==> src/rtl/instr_store_loader_if.sv <==
// Byte-stream intake and instruction store write port of the program loader.
// The loader uses the slave view; the byte source and store use the master view.
interface instr_store_loader_if;
  logic        byte_valid;
  logic [7:0]  byte_data;
  logic        byte_ready;
  logic        wr_en;
  logic [31:0] wr_addr;
  logic [63:0] wr_data;

  modport master (
    output byte_valid, byte_data,
    input  byte_ready, wr_en, wr_addr, wr_data
  );

  modport slave (
    input  byte_valid, byte_data,
    output byte_ready, wr_en, wr_addr, wr_data
  );
endinterface

==> src/rtl/instr_store_loader.sv <==
// Packs a little-endian byte stream into 64-bit eBPF slots, writes them to the
// instruction store and releases the core once an exit-terminated program is in.
module instr_store_loader #(
  parameter int ADDR_WIDTH = 10
) (
  input  logic                  clk,
  input  logic                  rst,
  input  logic                  start,
  instr_store_loader_if.slave   bus,
  output logic                  busy,
  output logic                  done,
  output logic                  error,
  output logic [31:0]           prog_len,
  output logic                  cpu_hold
);

  typedef enum logic [2:0] {
    IDLE,
    RECV,
    WRITE,
    DONE,
    ERR
  } state_t;

  state_t                state, state_nx;
  logic [ADDR_WIDTH-1:0] addr;
  logic [2:0]            cnt;
  logic                  hi;
  logic [63:0]           shift;
  logic [31:0]           len_q;
  logic                  accept;
  logic [7:0]            opcode;
  logic                  last_slot;

  assign accept    = (state == RECV) && bus.byte_valid;
  assign opcode    = shift[7:0];
  assign last_slot = (addr == {ADDR_WIDTH{1'b1}});

  // Next-state decode; a malformed lddw high half wins over exit and overflow.
  always_comb begin
    state_nx = state;
    case (state)
      IDLE:  if (start) state_nx = RECV;
      RECV:  if (accept && cnt == 3'd7) state_nx = WRITE;
      WRITE: begin
        if (hi && opcode != 8'h00)
          state_nx = ERR;
        else if (!hi && opcode == 8'h95)
          state_nx = DONE;
        else if (last_slot)
          state_nx = ERR;
        else
          state_nx = RECV;
      end
      DONE:  if (start) state_nx = RECV;
      ERR:   if (start) state_nx = RECV;
      default: state_nx = IDLE;
    endcase
  end

  always_ff @(posedge clk) begin
    if (rst) begin
      state <= IDLE;
      addr  <= '0;
      cnt   <= '0;
      hi    <= 1'b0;
      shift <= '0;
      len_q <= '0;
    end else begin
      state <= state_nx;
      case (state)
        IDLE: begin
          addr  <= '0;
          cnt   <= '0;
          hi    <= 1'b0;
          len_q <= '0;
        end
        RECV: begin
          if (accept) begin
            shift[{cnt, 3'b000} +: 8] <= bus.byte_data;
            cnt                       <= cnt + 3'd1;
          end
        end
        WRITE: begin
          hi  <= !hi && (opcode == 8'h18);
          cnt <= '0;
          if (state_nx == DONE)
            len_q <= 32'(addr) + 32'd1;
          if (state_nx == RECV)
            addr <= addr + 1'b1;
        end
        DONE, ERR: begin
          // A restart begins a fresh load at slot zero without passing through IDLE.
          if (start) begin
            addr  <= '0;
            cnt   <= '0;
            hi    <= 1'b0;
            len_q <= '0;
          end
        end
        default: ;
      endcase
    end
  end

  assign bus.byte_ready = (state == RECV);
  assign bus.wr_en      = (state == WRITE);
  assign bus.wr_addr    = 32'(addr);
  assign bus.wr_data    = shift;
  assign busy           = (state == RECV) || (state == WRITE);
  assign done           = (state == DONE);
  assign error          = (state == ERR);
  assign cpu_hold       = (state != DONE);
  assign prog_len       = len_q;

endmodule
==> src/flat_wrapper.sv <==
// flat-port wrapper written by rule: the top's interface ports become plain ports
module instr_store_loader_flat 
#(
  parameter int ADDR_WIDTH = 10
)
  (clk, rst, start, busy, done, error, prog_len, cpu_hold, bus_byte_valid, bus_byte_data, bus_byte_ready, bus_wr_en, bus_wr_addr, bus_wr_data);
  instr_store_loader_if bus_i ();
  input  logic clk;
  input  logic rst;
  input  logic start;
  output logic busy;
  output logic done;
  output logic error;
  output logic [31:0] prog_len;
  output logic cpu_hold;
  input wire logic [$bits(bus_i.byte_valid)-1:0] bus_byte_valid;
  input wire logic [$bits(bus_i.byte_data)-1:0] bus_byte_data;
  output wire logic [$bits(bus_i.byte_ready)-1:0] bus_byte_ready;
  output wire logic [$bits(bus_i.wr_en)-1:0] bus_wr_en;
  output wire logic [$bits(bus_i.wr_addr)-1:0] bus_wr_addr;
  output wire logic [$bits(bus_i.wr_data)-1:0] bus_wr_data;
  assign bus_i.byte_valid = bus_byte_valid;
  assign bus_i.byte_data = bus_byte_data;
  assign bus_byte_ready = bus_i.byte_ready;
  assign bus_wr_en = bus_i.wr_en;
  assign bus_wr_addr = bus_i.wr_addr;
  assign bus_wr_data = bus_i.wr_data;
  instr_store_loader #(.ADDR_WIDTH(ADDR_WIDTH)) u_core (.clk(clk), .rst(rst), .start(start), .bus(bus_i), .busy(busy), .done(done), .error(error), .prog_len(prog_len), .cpu_hold(cpu_hold));
endmodule
==> config.mk <==
export PLATFORM = sky130hd
export DESIGN_NAME = instr_store_loader_flat
export DESIGN_NICKNAME = d
export VERILOG_FILES = /design/src/rtl/instr_store_loader_if.sv /design/src/rtl/instr_store_loader.sv /design/src/flat_wrapper.sv
export SDC_FILE = /design/constraint.sdc
export NUM_CORES = 1
export LEC_CHECK = 0
export ABC_AREA = 1
export BUFFER_PORTS_ARGS = -buffer_cell sky130_fd_sc_hd__buf_2
export CAP_MARGIN = 20
export CORE_ASPECT_RATIO = 1.75
export CORE_UTILIZATION = 40
export DETAILED_ROUTE_END_ITERATION = 10
export HOLD_SLACK_MARGIN = 0.02
export PLACE_DENSITY = 0.66
export SETUP_SLACK_MARGIN = 0.15
export SLEW_MARGIN = 20
export SYNTH_ARGS = -nofsm -noshare
export SYNTH_HDL_FRONTEND = slang
export SYNTH_SLANG_ARGS = --single-unit
==> constraint.sdc <==
create_clock -name clk -period 2.6 [get_ports clk]
set_clock_uncertainty 0.1 [all_clocks]
set_input_delay 0.26 -clock clk [delete_from_list [all_inputs] [get_ports clk]]
set_output_delay 0.26 -clock clk [all_outputs]
set_load 0.1 [all_outputs]
==> results of run 1 <==
[registers in the layout (all words and copies together), names as in the netlist]
| signal | flops |
|---|---|
| u_core.hi | 1 |
| u_core.bus.wr_data | 64 |
| u_core.cnt | 3 |
| u_core.state | 3 |
| u_core.addr | 10 |
| u_core.prog_len | 11 |
[worst max path at each step]
| stage | start | end | slack, ns | cells past startpoint |
|---|---|---|---|---|
| after floorplan | u_core.state[2] | u_core.addr[9] | -0.006 | 13 |
| after global placement | u_core.cnt[0] | u_core.bus.wr_data[2] | 0.41 | 10 |
| after detailed placement | u_core.cnt[0] | u_core.bus.wr_data[0] | 0.32 | 10 |
| after CTS | u_core.cnt[0] | u_core.bus.wr_data[0] | 0.29 | 10 |
| after global routing | u_core.cnt[0] | u_core.bus.wr_data[38] | 0.17 | 9 |
| final | u_core.cnt[0] | u_core.bus.wr_data[21] | 0.37 | 7 |
[worst reg2reg max path, cell delays in order (launching register included)]
cell                      delay (ns)
sky130_fd_sc_hd__dfxtp_1        0.35
sky130_fd_sc_hd__inv_2          0.10
sky130_fd_sc_hd__ha_2           0.20
sky130_fd_sc_hd__ha_2           0.43
sky130_fd_sc_hd__nand3_2        0.16
sky130_fd_sc_hd__nor2_2         0.48
sky130_fd_sc_hd__o21ai_0        0.18
sky130_fd_sc_hd__a21oi_1        0.16
[kinds of logic after synthesis]
logic type	share of synthesized area
buf+inv	0.149
fa+ha+maj	0.0150
compound gates	0.205
other cells	0.000901
flops	0.443
simple gates	0.188
[final cells by class]
type | count | area (µm²)
clock inverter | 6 | 51.3
multi-input combinational | 388 | 1870
tap | 125 | 156
timing repair buffer | 112 | 586
fill | 1013 | 5030
inverter | 48 | 186
sequential | 92 | 1840
clock buffer | 10 | 239
[metrics by stage]
| stage | instance area [µm²] | setup WS [ns] |
|---|---|---|
| after global routing | 4940 | 0.172 |
| after floorplan | 4330 | -0.00647 |
| after global placement | 4620 | 0.407 |
| final | 4940 | 0.365 |
| after detailed placement | 4620 | 0.317 |
| after CTS | 4910 | 0.290 |
[power by group]
group / leakage (nW) / switching (mW) / total (mW) / internal (mW)
Combinational: 1.51 / 0.632 / 0.716 / 0.0839
Sequential: 0.746 / 0.0253 / 1.46 / 1.44
Clock: 0.146 / 0.575 / 1.27 / 0.691
Total: 2.40 / 1.23 / 3.45 / 2.21
[placed cells by master (no fill, tap or decap), types with 10 or more instances in the layout]
master                      n
sky130_fd_sc_hd__nand2_1   72
sky130_fd_sc_hd__buf_2    102
sky130_fd_sc_hd__a21oi_1   87
sky130_fd_sc_hd__nand3_1   27
sky130_fd_sc_hd__buf_4     10
sky130_fd_sc_hd__nor2_1    49
sky130_fd_sc_hd__dfxtp_1   90
sky130_fd_sc_hd__o21ai_0   33
sky130_fd_sc_hd__inv_1     31
sky130_fd_sc_hd__inv_2     15
sky130_fd_sc_hd__nor3_1    14
sky130_fd_sc_hd__o21ai_1   28
sky130_fd_sc_hd__conb_1    43
[metal layers]
layer / track usage / wire length (µm) / vias to the layer above
li1: - / - / 1950
met1: 0.213 / 4280 / 1735
met2: 0.378 / 5760 / 163
met3: 0.0567 / 620 / 21
met4: 0.106 / 345 / 0
met5: 0 / 0 / -
[what timing repair did]
action                                  4_1_cts  5_1_grt
buffers inserted                              0        2
endpoints found under the hold margin         0        0
endpoints found under the setup margin        0       17
gates resized for setup                       0        4
==> run summary, run 1 <==
CRITICAL PATH
--------------------------------------------------------------------------------------
Critical-path maximum fanout ............................................           16
Type of element launching the critical path .............................     register
Reg2reg end ............................................................. u_core.bus.wr_data[21]
Depth of the worst register-to-register path ............................            7
Cell type of the slowest stage on the worst timing path ................. sky130_fd_sc_hd__nor2_2
Reg2Reg Launch Point .................................................... u_core.cnt[0]
Startpoint-to-endpoint class of the critical path .......................      reg2reg
Sum of buffers and inverters on the critical path .......................            1
Maximum cell stage delay along the critical path ........................      0.48 ns
CP Data Required Time ...................................................      2.76 ns
Arrival time reported for the critical path endpoint ....................      2.40 ns
Largest delay contributor family on the critical path ................... simple AND/OR/NAND/NOR gates
Category of the worst setup path capture point ..........................     register
Cell type with the highest occurrence count on the critical path ........ sky130_fd_sc_hd__ha_2
Critical Path, Cell by Cell ............................................. inv_2 -> ha_2 -> ha_2 -> nand3_2 -> nor2_2 -> o21ai_0 -> a21oi_1
Worst-case register-to-register setup slack .............................      0.37 ns

ROUTING
--------------------------------------------------------------------------------------
Number of remaining DRC errors ..........................................            0
Total iterations of the first detailed-routing run ......................            4
Total via count in the routed design ....................................         3869
Wire length after detailed routing ......................................      11.0 mm
Average via count per standard cell .....................................         4.95
Residual antenna-violating net count after detailed routing .............            0
Average wire per cell in the routed design ..............................      14.1 µm
DR iter-0 viols .........................................................          156

YOSYS
--------------------------------------------------------------------------------------
Leading register cell type out of synthesis ............................. sky130_fd_sc_hd__dfxtp_1
Synthesized instance count ..............................................          554
Total of warnings raised by yosys .......................................            0
Sequential fraction of the synthesis area ...............................        0.443
Number of distinct standard cells referenced by the synthesized netlist .           30
Synth async-reset ratio .................................................            0
Count of flip-flops with a built-in enable after synthesis ..............            0
Summed instance area of the synthesized netlist .........................     4160 µm²
Cell types with the highest counts after synthesis ...................... 92 x sky130_fd_sc_hd__dfxtp_1, 87 x sky130_fd_sc_hd__a21oi_1, 72 x sky130_fd_sc_hd__nand2_1, 51 x sky130_fd_sc_hd__nor2_1, 44 x sky130_fd_sc_hd__buf_4
Cell types with the largest area share after synthesis .................. sky130_fd_sc_hd__dfxtp_1 44%, sky130_fd_sc_hd__a21oi_1 10%, sky130_fd_sc_hd__buf_4 7.9%
Number of storage elements in the synthesis netlist .....................           92
Yosys top cell by area .................................................. sky130_fd_sc_hd__dfxtp_1
Average footprint of a synthesized cell .................................     7.51 µm²
Library cell with the highest instance count after synthesis ............ sky130_fd_sc_hd__dfxtp_1
Share of Yosys cell area claimed by the top area cell type ..............        0.443

STA
--------------------------------------------------------------------------------------
Final count of negative-setup-slack endpoints ...........................            0
Crit share post-route ...................................................        0.859
Tmin final ..............................................................      2.23 ns
Max frequency ...........................................................      448 MHz
Number of failing hold endpoints at the final stage .....................            0
Total Negative Setup Slacks .............................................         0 ns
Final Hold Slack ........................................................     0.134 ns
Final number of max-transition violations ...............................            0
Rel. slew slack .........................................................        0.620
Unrepaired setup endpoints after global routing .........................           no
Actual transition at the worst max-transition pin .......................     0.569 ns

GRT
--------------------------------------------------------------------------------------
Maximum number of pins on one net before global-route repair ............           35
Number of global-route vias before repair ...............................         3687
Number of antenna violations at the first check in global routing .......            0
Global router's overall resource usage ..................................        0.208
Global-route wire length before repair ..................................      17.2 mm
Aggregate global routing overflow .......................................            0

CLOCK TREE
--------------------------------------------------------------------------------------
Num CTS Buffers .........................................................            9
Buffer type at the clock tree root ...................................... sky130_fd_sc_hd__clkbuf_16
Source-to-sink clock delay at the later pin of the worst-skew pair ......      0.34 ns
Maximum clock path buffer count .........................................            2
CTS tree ................................................................        built
Number of sinks handled by clock tree synthesis .........................           92
Clock transition at path regs ...........................................      0.07 ns
Hold-fix buffers at CTS .................................................            0
H-tree depth ............................................................            3

LAYOUT
--------------------------------------------------------------------------------------
Layout Cells excl Fill ..................................................          781
Util after Layout .......................................................        0.495
Count of inserted antenna diode cells ...................................            0
Area growth syn-to-layout ...............................................        18.6%
Number of nets at the end of the flow ...................................          668
Ratio of cells with drive above 1 in the final layout ...................        0.252

RUN STATUS
--------------------------------------------------------------------------------------
Run status ..............................................................    completed

FLOORPLANNING
--------------------------------------------------------------------------------------
Initial cell density of the core ........................................        0.417
Core ar. ................................................................     9970 µm²
Vertical die dimension ..................................................       137 µm
Ports placed on the boundary ............................................          146
Floorplan die area ......................................................    10800 µm²
Die outline width .......................................................      79.1 µm
Number of rows created at floorplan .....................................           48

RUN
--------------------------------------------------------------------------------------
Max cap viols ...........................................................            0

MIN PATH
--------------------------------------------------------------------------------------
Startpoint of the worst hold path ....................................... bus_byte_data[4]
Worst hold stages .......................................................            3
Hold-critical path endpoint ............................................. u_core.bus.wr_data[4]
Tightest Hold Check Type ................................................       in2reg

PLACED DESIGN
--------------------------------------------------------------------------------------
Detailed placer's ending HPWL ...........................................      8.16 mm
Final GP Congestion .....................................................        0.863
Placed cell count .......................................................          763
# port buffers ..........................................................          102

PWR
--------------------------------------------------------------------------------------
Maximum resistive drop on vdd ...........................................     0.464 mV
Leakage component of the power ..........................................      2.40 nW
Post-layout total power .................................................      3.45 mW
Power density cells .....................................................   698 nW/µm²

(Power assumes the default switching activity.)
==> inputs of run 2 (changes only) <==
==> constraint.sdc (replaced) <==
create_clock -name clk -period 2.6 [get_ports clk]
set_clock_uncertainty 0.1 [all_clocks]
set_input_delay 0.13 -clock clk [delete_from_list [all_inputs] [get_ports clk]]
set_output_delay 0.13 -clock clk [all_outputs]
set_load 0.1 [all_outputs]
==> run summary, run 2 (synthesis results as in run 1) <==
CLOCK TREE
------------------------------------------------------------------------------------
Maximum clock path buffer count .......................................            2
CTS tree ..............................................................        built
Number of sinks handled by clock tree synthesis .......................           92
Setup repair bufs after CTS ...........................................            0
Buffer type at the clock tree root .................................... sky130_fd_sc_hd__clkbuf_16
Num CTS Buffers .......................................................            9
Clock transition at path regs .........................................      0.07 ns
Source-to-sink clock delay at the later pin of the worst-skew pair ....      0.34 ns
H-tree depth ..........................................................            3

CRITICAL PATH
------------------------------------------------------------------------------------
Cell type of the slowest stage on the worst timing path ............... sky130_fd_sc_hd__nor3_2
Startpoint-to-endpoint class of the critical path .....................      reg2reg
Type of element launching the critical path ...........................     register
Category of the worst setup path capture point ........................     register
Depth of the critical timing path with buffers and inverters included .            8
Largest delay contributor family on the critical path ................. simple AND/OR/NAND/NOR gates
Maximum cell stage delay along the critical path ......................      0.51 ns
Arrival time reported for the critical path endpoint ..................      2.40 ns
Cell type with the highest occurrence count on the critical path ...... sky130_fd_sc_hd__inv_2
Depth of the worst register-to-register path ..........................            8
Critical Path, Cell by Cell ........................................... inv_2 -> ha_1 -> nor3_2 -> inv_2 -> nor2_2 -> inv_2 -> nand2_1 -> a21oi_1
CP Data Required Time .................................................      2.72 ns
Sum of buffers and inverters on the critical path .....................            3
Critical-path maximum fanout ..........................................           14

GRT
------------------------------------------------------------------------------------
Number of global-route vias before repair .............................         3630
Global-route wire length before repair ................................      17.0 mm
Number of antenna violations at the first check in global routing .....            0
Aggregate global routing overflow .....................................            0
Maximum number of pins on one net before global-route repair ..........           35
Global router's overall resource usage ................................        0.206

STA
------------------------------------------------------------------------------------
Actual transition at the worst max-transition pin .....................     0.663 ns
Max frequency .........................................................      440 MHz
Number of failing hold endpoints at the final stage ...................            0
Unrepaired setup endpoints after global routing .......................           no
Final Hold Slack ......................................................    0.0458 ns
Tmin final ............................................................      2.27 ns
Crit share post-route .................................................        0.875
Rel. slew slack .......................................................        0.558
Final number of max-transition violations .............................            0
Final count of negative-setup-slack endpoints .........................            0

FLOORPLANNING
------------------------------------------------------------------------------------
Die outline width .....................................................      79.1 µm
Number of rows created at floorplan ...................................           48
Ports placed on the boundary ..........................................          146
Floorplan die area ....................................................    10800 µm²
Vertical die dimension ................................................       137 µm
Initial cell density of the core ......................................        0.417
Core ar. ..............................................................     9970 µm²

LAYOUT
------------------------------------------------------------------------------------
Flip-flop count of the largest register after layout ..................           64
Fill count ............................................................         1016
Most used cells in the layout excluding fill and tap cells ............ 102 x sky130_fd_sc_hd__buf_2, 90 x sky130_fd_sc_hd__dfxtp_1, 87 x sky130_fd_sc_hd__a21oi_1
Number of nets at the end of the flow .................................          667
Ratio of cells with drive above 1 in the final layout .................        0.246
Cell area after layout ................................................     4970 µm²
Area growth syn-to-layout .............................................        19.3%
Layout Cells excl Fill ................................................          780
Most common cell after layout, fill and taps aside .................... sky130_fd_sc_hd__buf_2
Count of inserted antenna diode cells .................................            0

ROUTING
------------------------------------------------------------------------------------
Residual antenna-violating net count after detailed routing ...........            0
Average wire per cell in the routed design ............................      14.1 µm
Total via count in the routed design ..................................         3928
Total iterations of the first detailed-routing run ....................            5
Average via count per standard cell ...................................         5.04
Wire length after detailed routing ....................................      11.0 mm
Number of remaining DRC errors ........................................            0
DR iter-0 viols .......................................................          168

PLACED DESIGN
------------------------------------------------------------------------------------
Placed cell count .....................................................          762
# port buffers ........................................................          102
Placed Instance Area ..................................................     4620 µm²
Final GP Congestion ...................................................        0.860
Detailed placer's ending HPWL .........................................      8.23 mm

PWR
------------------------------------------------------------------------------------
Maximum resistive drop on vdd .........................................     0.445 mV
Power density cells ...................................................   714 nW/µm²
Post-layout total power ...............................................      3.55 mW
Leakage component of the power ........................................      2.41 nW

MIN PATH
------------------------------------------------------------------------------------
Worst hold stages .....................................................            3
Tightest Hold Check Type ..............................................       in2reg

RUN
------------------------------------------------------------------------------------
Max cap viols .........................................................            0

RUN STATUS
------------------------------------------------------------------------------------
Run status ............................................................    completed

## run 2: cell types whose count changed in the layout (fill, tap and decap cells not counted), sizes merged
cell	change
buf	-3
bufinv	+1
clkbuf	-1
clkinv	-1
dlygate4sd3	+2
inv	+1
## run 2: worst paths after layout
path | start | endpoint | slack [ns]
min | bus_byte_data[7] | u_core.bus.wr_data[55] | 0.05
max | u_core.cnt[0] | u_core.bus.wr_data[62] | 0.33
min reg2reg | u_core.bus.wr_data[40] | u_core.bus.wr_data[40] | 0.36
max reg2reg | u_core.cnt[0] | u_core.bus.wr_data[62] | 0.33
## run 2: per-stage QoR
| stage | setup slack (ns) | setup TNS (ns) | util |
|---|---|---|---|
| floorplan | -0.00647 | -0.00647 | - |
| global placement | 0.417 | 0 | 0.464 |
| detailed placement | 0.333 | 0 | 0.464 |
| CTS | 0.311 | 0 | 0.498 |
| global route | 0.158 | 0 | 0.498 |
| finish | 0.326 | 0 | 0.498 |
## run 2: cell type report
class	count	area (µm²)	area share
clock buffer	9	225	0.0454
clock inverter	7	91.3	0.0184
inverter	48	183	0.0368
multi-input combinational	388	1870	0.377
sequential	92	1840	0.371
tap	125	156	0.0315
timing repair buffer	111	596	0.120
## run 2: worst reg2reg max path, cell delays in order, from the launching register on
cell and delay, ns:
sky130_fd_sc_hd__dfxtp_1 0.35, sky130_fd_sc_hd__inv_2 0.09, sky130_fd_sc_hd__ha_1 0.47, sky130_fd_sc_hd__nor3_2 0.51, sky130_fd_sc_hd__inv_2 0.11, sky130_fd_sc_hd__nor2_2 0.25, sky130_fd_sc_hd__inv_2 0.12, sky130_fd_sc_hd__nand2_1 0.08
sky130_fd_sc_hd__a21oi_1 0.06
## run 2: power breakdown
group,switching (mW),internal (mW)
registers,0.0257,1.44
clock network,0.599,0.770
logic,0.630,0.0833
## run 2: metal layers
| metal | wire [µm] | GRT usage | vias up |
|---|---|---|---|
| li1 | - | - | 1943 |
| met1 | 4050 | 0.207 | 1791 |
| met2 | 5770 | 0.372 | 165 |
| met3 | 702 | 0.0513 | 29 |
| met4 | 463 | 0.130 | 0 |
| met5 | 0 | 0 | - |
## run 2: what timing repair did
action	4_1_cts	5_1_grt
endpoints found under the hold margin	2	0
hold buffers	2	0
resized for setup	0	3
setup endpoints to repair	0	12
==> inputs of run 3 (changes only) <==
--- a/config.mk
+++ b/config.mk
@@ -9,6 +9,7 @@
 export BUFFER_PORTS_ARGS = -buffer_cell sky130_fd_sc_hd__buf_2
 export CAP_MARGIN = 20
 export CORE_ASPECT_RATIO = 1.75
+export CORE_MARGIN = 3
 export CORE_UTILIZATION = 40
 export DETAILED_ROUTE_END_ITERATION = 10
 export HOLD_SLACK_MARGIN = 0.02
==> run summary, run 3 (synthesis results as in run 1) <==
RUN STATUS
---------------------------------------------------------------------------------
Run status .........................................................    completed

GRT
---------------------------------------------------------------------------------
Aggregate global routing overflow ..................................            0
Global router's overall resource usage .............................        0.191
Number of antenna violations at the first check in global routing ..            0
Maximum number of pins on one net before global-route repair .......           35
Number of global-route vias before repair ..........................         3710
Global-route wire length before repair .............................      18.0 mm

ROUTING
---------------------------------------------------------------------------------
Residual antenna-violating net count after detailed routing ........            0
Total iterations of the first detailed-routing run .................            5
DR iter-0 viols ....................................................          176
Total via count in the routed design ...............................         3933
Average via count per standard cell ................................         5.02
Wire length after detailed routing .................................      11.4 mm
Average wire per cell in the routed design .........................      14.6 µm
Number of remaining DRC errors .....................................            0

CLOCK TREE
---------------------------------------------------------------------------------
CTS tree ...........................................................        built
Source-to-sink clock delay at the later pin of the worst-skew pair .      0.34 ns
Number of sinks handled by clock tree synthesis ....................           92
Buffer type at the clock tree root ................................. sky130_fd_sc_hd__clkbuf_16
Num CTS Buffers ....................................................            9
Clock transition at path regs ......................................      0.07 ns
H-tree depth .......................................................            3
Maximum clock path buffer count ....................................            2

CRITICAL PATH
---------------------------------------------------------------------------------
Arrival time reported for the critical path endpoint ...............      2.45 ns
Type of element launching the critical path ........................     register
Reg2Reg Launch Point ............................................... u_core.cnt[0]
Reg2reg end ........................................................ u_core.bus.wr_data[43]
Startpoint-to-endpoint class of the critical path ..................      reg2reg
Cell type with the highest occurrence count on the critical path ... sky130_fd_sc_hd__inv_2
Cell type of the slowest stage on the worst timing path ............ sky130_fd_sc_hd__ha_1
Worst-case register-to-register setup slack ........................      0.29 ns
CP Data Required Time ..............................................      2.74 ns
Maximum cell stage delay along the critical path ...................      0.51 ns
Depth of the worst register-to-register path .......................            9
Sum of buffers and inverters on the critical path ..................            4
Critical Path, Cell by Cell ........................................ inv_2 -> ha_1 -> inv_1 -> nor3_1 -> inv_2 -> nor2_1 -> buf_4 -> o21ai_0 -> o211a_1
Critical-path maximum fanout .......................................           11
Category of the worst setup path capture point .....................     register
Largest delay contributor family on the critical path .............. buffers and inverters

LAYOUT
---------------------------------------------------------------------------------
Number of nets at the end of the flow ..............................          670
Ratio of cells with drive above 1 in the final layout ..............        0.248
Count of inserted antenna diode cells ..............................            0
Util after Layout ..................................................        0.495
Most used cells in the layout excluding fill and tap cells ......... 102 x sky130_fd_sc_hd__buf_2, 89 x sky130_fd_sc_hd__dfxtp_1, 87 x sky130_fd_sc_hd__a21oi_1
Area growth syn-to-layout ..........................................        19.3%
Cell area after layout .............................................     4970 µm²
Most common cell after layout, fill and taps aside ................. sky130_fd_sc_hd__buf_2
Flip-flop count of the largest register after layout ...............           64

MIN PATH
---------------------------------------------------------------------------------
Worst hold stages ..................................................            3
Startpoint of the worst hold path .................................. bus_byte_data[6]
Tightest Hold Check Type ...........................................       in2reg
Hold-critical path endpoint ........................................ u_core.bus.wr_data[6]

STA
---------------------------------------------------------------------------------
Number of failing hold endpoints at the final stage ................            0
Max frequency ......................................................      432 MHz
Final Hold Slack ...................................................    0.0403 ns
Actual transition at the worst max-transition pin ..................     0.668 ns
Rel. slew slack ....................................................        0.554
Post-route worst setup slack .......................................     0.286 ns
Tmin final .........................................................      2.31 ns
Unrepaired setup endpoints after global routing ....................          yes
Final number of max-transition violations ..........................            0
Final count of negative-setup-slack endpoints ......................            0
Crit share post-route ..............................................        0.890

PLACED DESIGN
---------------------------------------------------------------------------------
Placed Instance Area ...............................................     4630 µm²
Worst Setup Slack post-DPL .........................................     0.155 ns
Detailed placer's ending HPWL ......................................      8.70 mm
Final GP Congestion ................................................        0.873
# port buffers .....................................................          102

FLOORPLANNING
---------------------------------------------------------------------------------
Initial cell density of the core ...................................        0.415
Number of rows created at floorplan ................................           48
Floorplan die area .................................................    11700 µm²
Core ar. ...........................................................    10000 µm²
Die outline width ..................................................      83.1 µm
Vertical die dimension .............................................       141 µm
Ports placed on the boundary .......................................          146

PWR
---------------------------------------------------------------------------------
Post-layout total power ............................................      3.43 mW
Power density cells ................................................   691 nW/µm²
Maximum resistive drop on vdd ......................................     0.409 mV
Leakage component of the power .....................................      2.40 nW

RUN
---------------------------------------------------------------------------------
Max cap viols ......................................................            0

-- run 3: cell types whose count changed in the layout (fill, tap and decap cells not counted), sizes merged --
cell,delta
clkinvlp,+1
clkbuf,+3
bufinv,-1
buf,+3
inv,-3
-- run 3: worst max-delay path by stage --
stage,startpoint,to,slack [ns],depth (start not counted)
final,u_core.cnt[0],u_core.bus.wr_data[43],0.29,9
after floorplan,u_core.state[2],u_core.addr[9],-0.006,13
after CTS,u_core.cnt[0],u_core.bus.wr_data[51],0.17,8
after detailed placement,u_core.cnt[0],u_core.bus.wr_data[12],0.16,9
after global placement,u_core.cnt[0],u_core.bus.wr_data[11],0.21,10
after global routing,u_core.cnt[0],u_core.bus.wr_data[31],0.13,8
-- run 3: area by class of cell --
type	instances	area, µm²
timing repair buffer	114	606
tap	125	156
fill	1015	5060
inverter	48	183
sequential	92	1850
multi-input combinational	388	1890
clock buffer	12	256
clock inverter	4	32.5
-- run 3: stage by stage --
| stage | std cells | TNS [ns] |
|---|---|---|
| global placement | 765 | 0 |
| floorplan | 596 | -0.00647 |
| global route | 783 | 0 |
| detailed placement | 765 | 0 |
| finish | 783 | 0 |
| CTS | 783 | 0 |
-- run 3: power by group --
group	internal, mW	switching, mW	leakage [nW]
Sequential	1.44	0.0280	0.746
Combinational	0.0839	0.633	1.52
Clock	0.706	0.542	0.135
Total	2.23	1.20	2.40
-- run 3: tightest hold or removal path: stages --
cell	delay, ns
sky130_fd_sc_hd__buf_2	0.12
sky130_fd_sc_hd__o21ai_0	0.09
sky130_fd_sc_hd__a21oi_1	0.10
-- run 3: per-layer routing --
layer | GRT usage | part of all wire
met1 | 0.198 | 0.37
met4 | 0.115 | 0.041
met2 | 0.340 | 0.52
met5 | 0 | 0
met3 | 0.0497 | 0.067
-- run 3: what timing repair did --
| item | CTS | global route |
|---|---|---|
| buffers inserted | 0 | 0 |
| cloned | 0 | 0 |
| resized for setup | 1 | 5 |
| endpoints found under the setup margin | 2 | 50 |
| hold endpoints to repair | 2 | 0 |
| hold buffers | 2 | 0 |
